===== src/rtl/snake_timing_input_food.sv =====
// Snake game support block: divided clocks, button debouncers with press pulses,
// and an LFSR-driven proposer of an empty grid cell for the next food item.
module snake_timing_input_food #(
    parameter int unsigned PIX_DIV         = 4,
    parameter int unsigned GAME_DIV        = 10000000,
    parameter int unsigned FAST_DIV        = 200000,
    parameter int unsigned DEBOUNCE_CYCLES = 500000,
    parameter int unsigned GRID_WIDTH      = 32,
    parameter int unsigned GRID_HEIGHT     = 24,
    parameter logic [15:0] LFSR_SEED       = 16'hACE1
) (
    input  logic                                  MasterClock,
    input  logic                                  ResetN,
    input  logic                                  ButtonLeft,
    input  logic                                  ButtonRight,
    input  logic                                  ButtonUp,
    input  logic                                  ButtonDown,
    input  logic                                  ButtonCenter,
    input  logic [2*GRID_WIDTH*GRID_HEIGHT-1:0]   Blocks,
    output logic                                  DebounceClock,
    output logic                                  GameClock,
    output logic                                  FastClock,
    output logic                                  LeftPressed,
    output logic                                  RightPressed,
    output logic                                  UpPressed,
    output logic                                  DownPressed,
    output logic                                  CenterPressed,
    output logic                                  LeftLevel,
    output logic                                  RightLevel,
    output logic                                  UpLevel,
    output logic                                  DownLevel,
    output logic                                  CenterLevel,
    output logic [$clog2(GRID_HEIGHT)-1:0]        NextFoodV,
    output logic [$clog2(GRID_WIDTH)-1:0]         NextFoodH,
    output logic                                  NextFoodValid
);

    localparam int unsigned VW = $clog2(GRID_HEIGHT);
    localparam int unsigned HW = $clog2(GRID_WIDTH);
    localparam int unsigned BW = $clog2(2*GRID_WIDTH*GRID_HEIGHT);
    localparam int unsigned DW = (DEBOUNCE_CYCLES > 1) ? $clog2(DEBOUNCE_CYCLES) : 1;

    logic [2:0] div_clk;
    logic [4:0] raw_btn;
    logic [4:0] level;
    logic [4:0] press;

    // Each divider toggles its output every DIV/2 cycles.
    for (genvar g = 0; g < 3; g++) begin : g_div
        localparam int unsigned HALF = (g == 0) ? PIX_DIV/2 : (g == 1) ? GAME_DIV/2 : FAST_DIV/2;
        localparam int unsigned CW   = (HALF > 1) ? $clog2(HALF) : 1;
        logic [CW-1:0] cnt_q;
        logic          clk_q;

        always_ff @(posedge MasterClock or negedge ResetN) begin
            if (!ResetN) begin
                cnt_q <= '0;
                clk_q <= 1'b0;
            end else if (cnt_q == CW'(HALF-1)) begin
                cnt_q <= '0;
                clk_q <= ~clk_q;
            end else begin
                cnt_q <= cnt_q + 1'b1;
            end
        end

        assign div_clk[g] = clk_q;
    end

    assign raw_btn = {ButtonCenter, ButtonDown, ButtonUp, ButtonRight, ButtonLeft};

    // Level flips only after the synchronized input disagrees for DEBOUNCE_CYCLES straight cycles.
    for (genvar g = 0; g < 5; g++) begin : g_deb
        logic          sync1_q, sync2_q, level_q, press_q;
        logic [DW-1:0] cnt_q;

        always_ff @(posedge MasterClock or negedge ResetN) begin
            if (!ResetN) begin
                sync1_q <= 1'b0;
                sync2_q <= 1'b0;
                level_q <= 1'b0;
                press_q <= 1'b0;
                cnt_q   <= '0;
            end else begin
                sync1_q <= raw_btn[g];
                sync2_q <= sync1_q;
                press_q <= 1'b0;
                if (sync2_q == level_q) begin
                    cnt_q <= '0;
                end else if (cnt_q == DW'(DEBOUNCE_CYCLES-1)) begin
                    cnt_q   <= '0;
                    level_q <= ~level_q;
                    press_q <= ~level_q;
                end else begin
                    cnt_q <= cnt_q + 1'b1;
                end
            end
        end

        assign level[g] = level_q;
        assign press[g] = press_q;
    end

    function automatic logic [BW-1:0] cell_idx(input logic [VW-1:0] v, input logic [HW-1:0] h);
        return BW'((32'(v) * GRID_WIDTH + 32'(h)) * 2);
    endfunction

    logic [15:0]   lfsr_q, lfsr_d;
    logic [VW-1:0] nf_v_q, nf_v_d, cand_v;
    logic [HW-1:0] nf_h_q, nf_h_d, cand_h;
    logic          nf_valid_q, nf_valid_d;
    logic          fb, cand_in, cand_ok, held_empty;
    logic [BW-1:0] cand_idx;

    always_comb begin
        fb         = lfsr_q[15] ^ lfsr_q[13] ^ lfsr_q[12] ^ lfsr_q[10] ^ (|raw_btn);
        lfsr_d     = (lfsr_q == '0) ? LFSR_SEED : {lfsr_q[14:0], fb};
        cand_v     = VW'(lfsr_q[4:0]);
        cand_h     = HW'(lfsr_q[12:8]);
        cand_in    = (32'(cand_v) < GRID_HEIGHT) && (32'(cand_h) < GRID_WIDTH);
        // Out-of-grid candidates index cell 0 only to keep the select in range; cand_in masks them.
        cand_idx   = cand_in ? cell_idx(cand_v, cand_h) : '0;
        cand_ok    = cand_in && (Blocks[cand_idx +: 2] == 2'b00);
        held_empty = (Blocks[cell_idx(nf_v_q, nf_h_q) +: 2] == 2'b00);
        nf_v_d     = nf_v_q;
        nf_h_d     = nf_h_q;
        nf_valid_d = nf_valid_q;
        if (cand_ok) begin
            nf_v_d     = cand_v;
            nf_h_d     = cand_h;
            nf_valid_d = 1'b1;
        end else if (!held_empty) begin
            nf_valid_d = 1'b0;
        end
    end

    always_ff @(posedge MasterClock or negedge ResetN) begin
        if (!ResetN) begin
            lfsr_q     <= LFSR_SEED;
            nf_v_q     <= '0;
            nf_h_q     <= '0;
            nf_valid_q <= 1'b0;
        end else begin
            lfsr_q     <= lfsr_d;
            nf_v_q     <= nf_v_d;
            nf_h_q     <= nf_h_d;
            nf_valid_q <= nf_valid_d;
        end
    end

    assign {FastClock, GameClock, DebounceClock} = div_clk;
    assign {CenterPressed, DownPressed, UpPressed, RightPressed, LeftPressed} = press;
    assign {CenterLevel, DownLevel, UpLevel, RightLevel, LeftLevel} = level;
    assign NextFoodV     = nf_v_q;
    assign NextFoodH     = nf_h_q;
    assign NextFoodValid = nf_valid_q;

endmodule


===== config.mk =====
export PLATFORM = sky130hd
export DESIGN_NAME = snake_timing_input_food
export DESIGN_NICKNAME = d
export VERILOG_FILES = /design/src/rtl/snake_timing_input_food.sv
export SDC_FILE = /design/constraint.sdc
export NUM_CORES = 2
export LEC_CHECK = 0
export BUFFER_PORTS_ARGS = -buffer_cell sky130_fd_sc_hd__buf_2
export CAP_MARGIN = 20
export CORE_AREA = 2 2 613 615
export DETAILED_ROUTE_END_ITERATION = 16
export DIE_AREA = 0 0 615 617
export PLACE_DENSITY = 0.3
export SETUP_SLACK_MARGIN = 0.02
export SYNTH_ARGS = -nofsm -noshare
export SYNTH_HDL_FRONTEND = slang
export SYNTH_SLANG_ARGS = --single-unit

===== constraint.sdc =====
create_clock -name MasterClock -period 2.85 [get_ports MasterClock]
set_input_delay 0.1425 -clock MasterClock [delete_from_list [all_inputs] [get_ports MasterClock]]
set_output_delay 0.1425 -clock MasterClock [all_outputs]
set_load 0.01 [all_outputs]

## After elaboration in Yosys (flattened, before gate mapping)

Cells that the tools add are included.

- Bits in registers: 186
- Output and inout bits: 24

- Add/subtract/negate cells: 10
- Order comparisons: 1
- Equal/unequal tests: 13
- Shift-type cells: 2
- Mux-type cells: 27
- Bitwise operators: 17
- Reductions and logical operators: 10

Operators with widths:

| kind | count |
|---|---|
| 1536-bit by 12-bit variable part select with 2-bit output | 2 |
| 19-bit 2-to-1 mux | 10 |
| 19-bit by 1-bit adder with 19-bit output (second input constant) | 5 |
| 19-bit == test (second input constant) | 5 |
| 23-bit by 1-bit adder with 23-bit output (second input constant) | 1 |
| 23-bit == test (second input constant) | 1 |
| 23-bit 2-to-1 mux | 1 |
| 10-bit by 5-bit adder with 10-bit output | 2 |
| 17-bit by 1-bit adder with 17-bit output (second input constant) | 1 |
| 17-bit == test (second input constant) | 1 |
| 17-bit 2-to-1 mux | 1 |
| 16-bit zero test | 1 |
| 16-bit 2-to-1 mux | 1 |
| 1-bit 2-to-1 mux | 13 |
| 1-bit NOT | 13 |
| 11-bit 2-to-1 mux | 1 |
| 2-bit AND reduction | 5 |
| 1-bit == test | 5 |
| 5-bit < comparator (second input constant) | 1 |
| 5-bit OR reduction | 1 |
| 2-bit zero test | 2 |
| 1-bit bitwise XOR | 4 |
| 2-bit inequality test (second input constant) | 1 |
| 1-bit adder (second input constant) | 1 |
| 1-bit logical AND | 1 |

## Depth between registers and ports, before layout

- Word-level depth: 6
- Depth in mapped cells: 15
- Gate-level depth less buffers: 10

## Worst setup path before layout

Ideal clock, no wire load.

- Path kind: register -> register
- Start point: register lfsr_q[10]
- End point: register nf_h_q[0], in the netlist NextFoodH[0]
- Library setup time: 125 ps
- Arrival time: 2,980 ps
- Data required time: 2,725 ps
- Path slack: -255 ps
- Cell stages (with the launch flop): 13
- Path buffers: 2
- Path through: dfstp_2 > buf_6 > a2bb2oi_2 > buf_4 > nor2_1 > a2111oi_2 > nor4_1 > a2111oi_2 > o2111ai_1 > a211oi_2 > nor3_2 > a221oi_4 > mux2_2

- Word-level cells in the longest chain between the ends: 5

RTL lines:

| element | RTL line | text |
|---|---|---|
| start, declared | 108 | `logic [15:0] lfsr_q, lfsr_d;` |
| start signal, assigned | 144 | `lfsr_q <= lfsr_d;` |
| 10-bit by 5-bit adder with 10-bit output | 105 | `return BW'((32'(v) * GRID_WIDTH + 32'(h)) * 2);` |
| 11-bit 2-to-1 mux | 122 | `cand_idx = cand_in ? cell_idx(cand_v, cand_h) : '0;` |
| 1536-bit by 12-bit variable part select with 2-bit output | 123 | `cand_ok = cand_in && (Blocks[cand_idx +: 2] == 2'b00);` |
| 2-bit zero test | 123 |  |
| 1-bit logical AND | 123 |  |
| end signal, assigned | 146 | `nf_h_q <= nf_h_d;` |
| end, declared | 110 | `logic [HW-1:0] nf_h_q, nf_h_d, cand_h;` |

No other way between the ends.
A chain may end at the register's enable or synchronous reset.

## Worst setup path after layout

- Start point: register lfsr_q[4]
- End point: register nf_h_q[1], in the netlist NextFoodH[1]

- Word-level cells in the longest chain between the ends: 5
- Elaborated cells between the ends (all ways): 6

RTL lines:

| element | RTL line |
|---|---|
| 10-bit by 5-bit adder with 10-bit output / 5-bit < comparator (equally long branches) | 105, 120 |
| 11-bit 2-to-1 mux | 122 |
| 1536-bit by 12-bit variable part select with 2-bit output | 123 |
| 2-bit zero test | 123 |
| 1-bit logical AND (*) | 123 |

Mark *: on every way between the ends. The rest lies on a longest branch, timed or not.

==> impl_metrics.env <==
export IMPL_clock_sinks=186
export IMPL_wl_mm=429
export IMPL_synth_top_area_cell="dfrtp_1"
export IMPL_final_hold_violation_count=0
export IMPL_clkTransAtPathRegs_ps=90
export IMPL_critPathLaunch="lfsr_q[4]"
export IMPL_synthToLayoutAreaGrowth_pct=79.1
export IMPL_leakagePower_uw=0.0228
export IMPL_initial_utilization=0.0836
export IMPL_num_rows=225
export IMPL_seq_area_frac_synth=0.149
export IMPL_cts_made_buffers=17
export IMPL_total_power_uw=70600
export IMPL_die_w_um=615
export IMPL_cts_tree="done"
export IMPL_vdd_drop_max_mv=0.540
export IMPL_r2r_start="lfsr_q[4]"
export IMPL_core_sq_um=374000
export IMPL_setup_viol=11
export IMPL_io_pins=1567
export IMPL_cap_violations=0
export IMPL_dieArea_sq_um=379000
export IMPL_dp_hpwl_mm=371
export IMPL_grt_pass1_wl_mm=539
export IMPL_slew_viol_final=0
export IMPL_rr_worst_depth=17
export IMPL_start_kind="flop"
export IMPL_crit_arrival_ps=4390
export IMPL_avgViaCountPerCell=4.23
export IMPL_hp_class="input pin to async pin"
export IMPL_yosys_warnings=0
export IMPL_antenna_found_initial=247
export IMPL_worst_slack_ps=-1110
export IMPL_dpl_instance_area_sq_um=52200
export IMPL_r2r_setup_slack_ps=-1110
export IMPL_critPathRequiredTime_ps=3270
export IMPL_yosysMostFrequentCell="nor2_1"
export IMPL_num_nets_final=8018
export IMPL_end_kind="flop"
export IMPL_cts_root_buf="clkbuf_16"
export IMPL_violations="setup timing"
export IMPL_min_period_over_period=1.39
export IMPL_io_buffers=1566
export IMPL_ys_seq_elements=186
export IMPL_nFillCells=43300
export IMPL_r2r_end="NextFoodH[1]"
export IMPL_grt_pass1_vias=49700
export IMPL_firstDrtPassIters=6
export IMPL_syn_inst=4337
export IMPL_clk_latency_ps=540
export IMPL_status="finished, violations left"
export IMPL_rsz0062_at_grt="yes"
export IMPL_place_ws_ps=-2150
export IMPL_htreeDepth=4
export IMPL_wl_per_cell_um=36.7
export IMPL_synth_ff_type="dfrtp_1"
export IMPL_synth_edf_count=0
export IMPL_fin_area_sq_um=55900
export IMPL_vias=49400
export IMPL_synthesis_nets=5887
export IMPL_clockBufferDepth=2
export IMPL_drc_errors=0
export IMPL_postSynth_asyncResetShare=1.00
export IMPL_yosys_top_cells_area="dfrtp_1 (14%), mux4_2 (8.9%), a21oi_1 (8.6%), nor2_1 (8.3%), mux2i_1 (7.5%)"
export IMPL_ys_types=90
export IMPL_globalplace_congestion=0.995
export IMPL_crit_type="flop to flop"
export IMPL_synth_common_cells="nor2_1 (688), a21oi_1 (538), nor3_1 (428), nand2_1 (267), mux2i_1 (233)"
export IMPL_grt_start_max_net_pins=62
export IMPL_synth_area_sq_um=31200
export IMPL_worst_pin_slew_ps=1300
export IMPL_synth_top_area_frac=0.143
export IMPL_powerDensity_nw_per_um2=1260
export IMPL_die_h_um=617
export IMPL_fmax_ghz=0.252
export IMPL_grtUsageTotal=0.216
export IMPL_period_needed_ps=3960
export IMPL_whs_ps=172
export IMPL_antenna_left=0
export IMPL_crit_fanout=6
export IMPL_max_slew_margin_rel=0.127
export IMPL_drtIter0Drc=4244
export IMPL_avgSynthCellArea_sq_um=7.20
export IMPL_clock_skew_final_ps=20.2
export IMPL_drive_gt1_frac=0.458
export IMPL_grt_overflow_total=0
[stage by stage]
step / cells / utilization / TNS, ps
detailed placement: 11300 / 0.140 / -22520
floorplan: 4337 / - / -1960
CTS: 11500 / 0.147 / -11630
global placement: 11300 / 0.140 / -23100
finish: 11700 / 0.150 / -11700
global route: 11600 / 0.149 / -12340
[flip-flops by register name (all words and copies together) (netlist names), 5 cells and up]
register,flops
lfsr_q,16
NextFoodV,5
g_deb.sync2_q,5
g_deb.sync1_q,5
g_deb.cnt_q,95
NextFoodH,5
g_div.cnt_q,41
[layout make-up]
type	count	area, sq um	share of cell area
Clock inverter	13	145	0.00260
Tap cell	4994	6250	0.112
Inverter	30	121	0.00217
Multi-Input combinational cell	3722	25700	0.460
Sequential cell	186	4710	0.0843
Antenna cell	196	490	0.00877
Clock buffer	19	443	0.00792
Timing Repair Buffer	2511	18000	0.323
[where the power goes]
| group | internal [uW] | leakage [uW] | switching [uW] | total, uW |
|---|---|---|---|---|
| sequential | 2980 | 0.00245 | 643 | 3630 |
| clock | 1200 | 0.000292 | 1390 | 2590 |
| combinational | 25400 | 0.0201 | 39000 | 64400 |
| total | 29600 | 0.0228 | 41000 | 70600 |
[worst max path at each step]
stage,slack [ps],cells past startpoint,end
3_5_place_dp,-2150,15,NextFoodH[4]
2_1_floorplan,-240,12,NextFoodH[0]
5_1_grt,-1200,16,NextFoodH[1]
6_report,-1110,17,NextFoodH[1]
4_1_cts,-1130,16,NextFoodH[1]
3_3_place_gp,-2170,14,NextFoodV[0]
[critical path: stages, from the launching register on]
cell	delay [ps]
dfrtp_4	500
buf_12	160
buf_12	140
a21boi_4	150
buf_12	140
buf_12	140
buf_4	120
mux4_2	310
nor2_2	460
a2111oi_0	140
a2111oi_0	340
and3_1	230
o22ai_2	70
buf_4	160
nand3_4	160
a221oi_4	110
buf_6	160
mux2_4	290
[cell usage in the layout (no fill, tap or decap), types with 19 or more instances in the layout]
cell type	count
buf_2	1565
buf_4	670
nor2_1	668
a21oi_1	533
nor3_1	423
nand2_1	254
mux2i_1	231
diode_2	196
buf_12	192
dfrtp_1	167
o21ai_0	144
mux4_2	124
o22ai_1	107
nand3_1	103
o221ai_1	89
a211oi_1	83
xor2_1	68
mux2_2	67
xnor2_1	54
buf_6	51
a22oi_1	46
a221oi_1	44
and3_1	37
nand4_1	30
o211ai_1	30
inv_1	26
nand2b_1	24
a31oi_1	22
or3_1	19
o21ai_1	19
o2111ai_1	19
[kinds of logic after synthesis]
family | share of synthesized area
and+or+nand+nor | 0.252
buffers and inverters | 0.0703
xor gates and xnor gates | 0.0342
adders and majority gates | 0.00280
AOI/OAI and AO/OA | 0.299
muxes | 0.192
DFF | 0.149
[metal layers]
metal	GRT usage	part of all wire
met5	0	0.0012
met4	0.0760	0.039
met3	0.0318	0.052
met2	0.375	0.49
met1	0.269	0.42
[what timing repair did]
action,in CTS,in global routing
gates resized for setup,227,80
endpoints found under the setup margin,11,11
pin swaps,59,55
hold buffers,6,0
hold endpoints to repair,64,0
setup buffers,69,24
cloned,11,1
(Power assumes the default switching activity.)
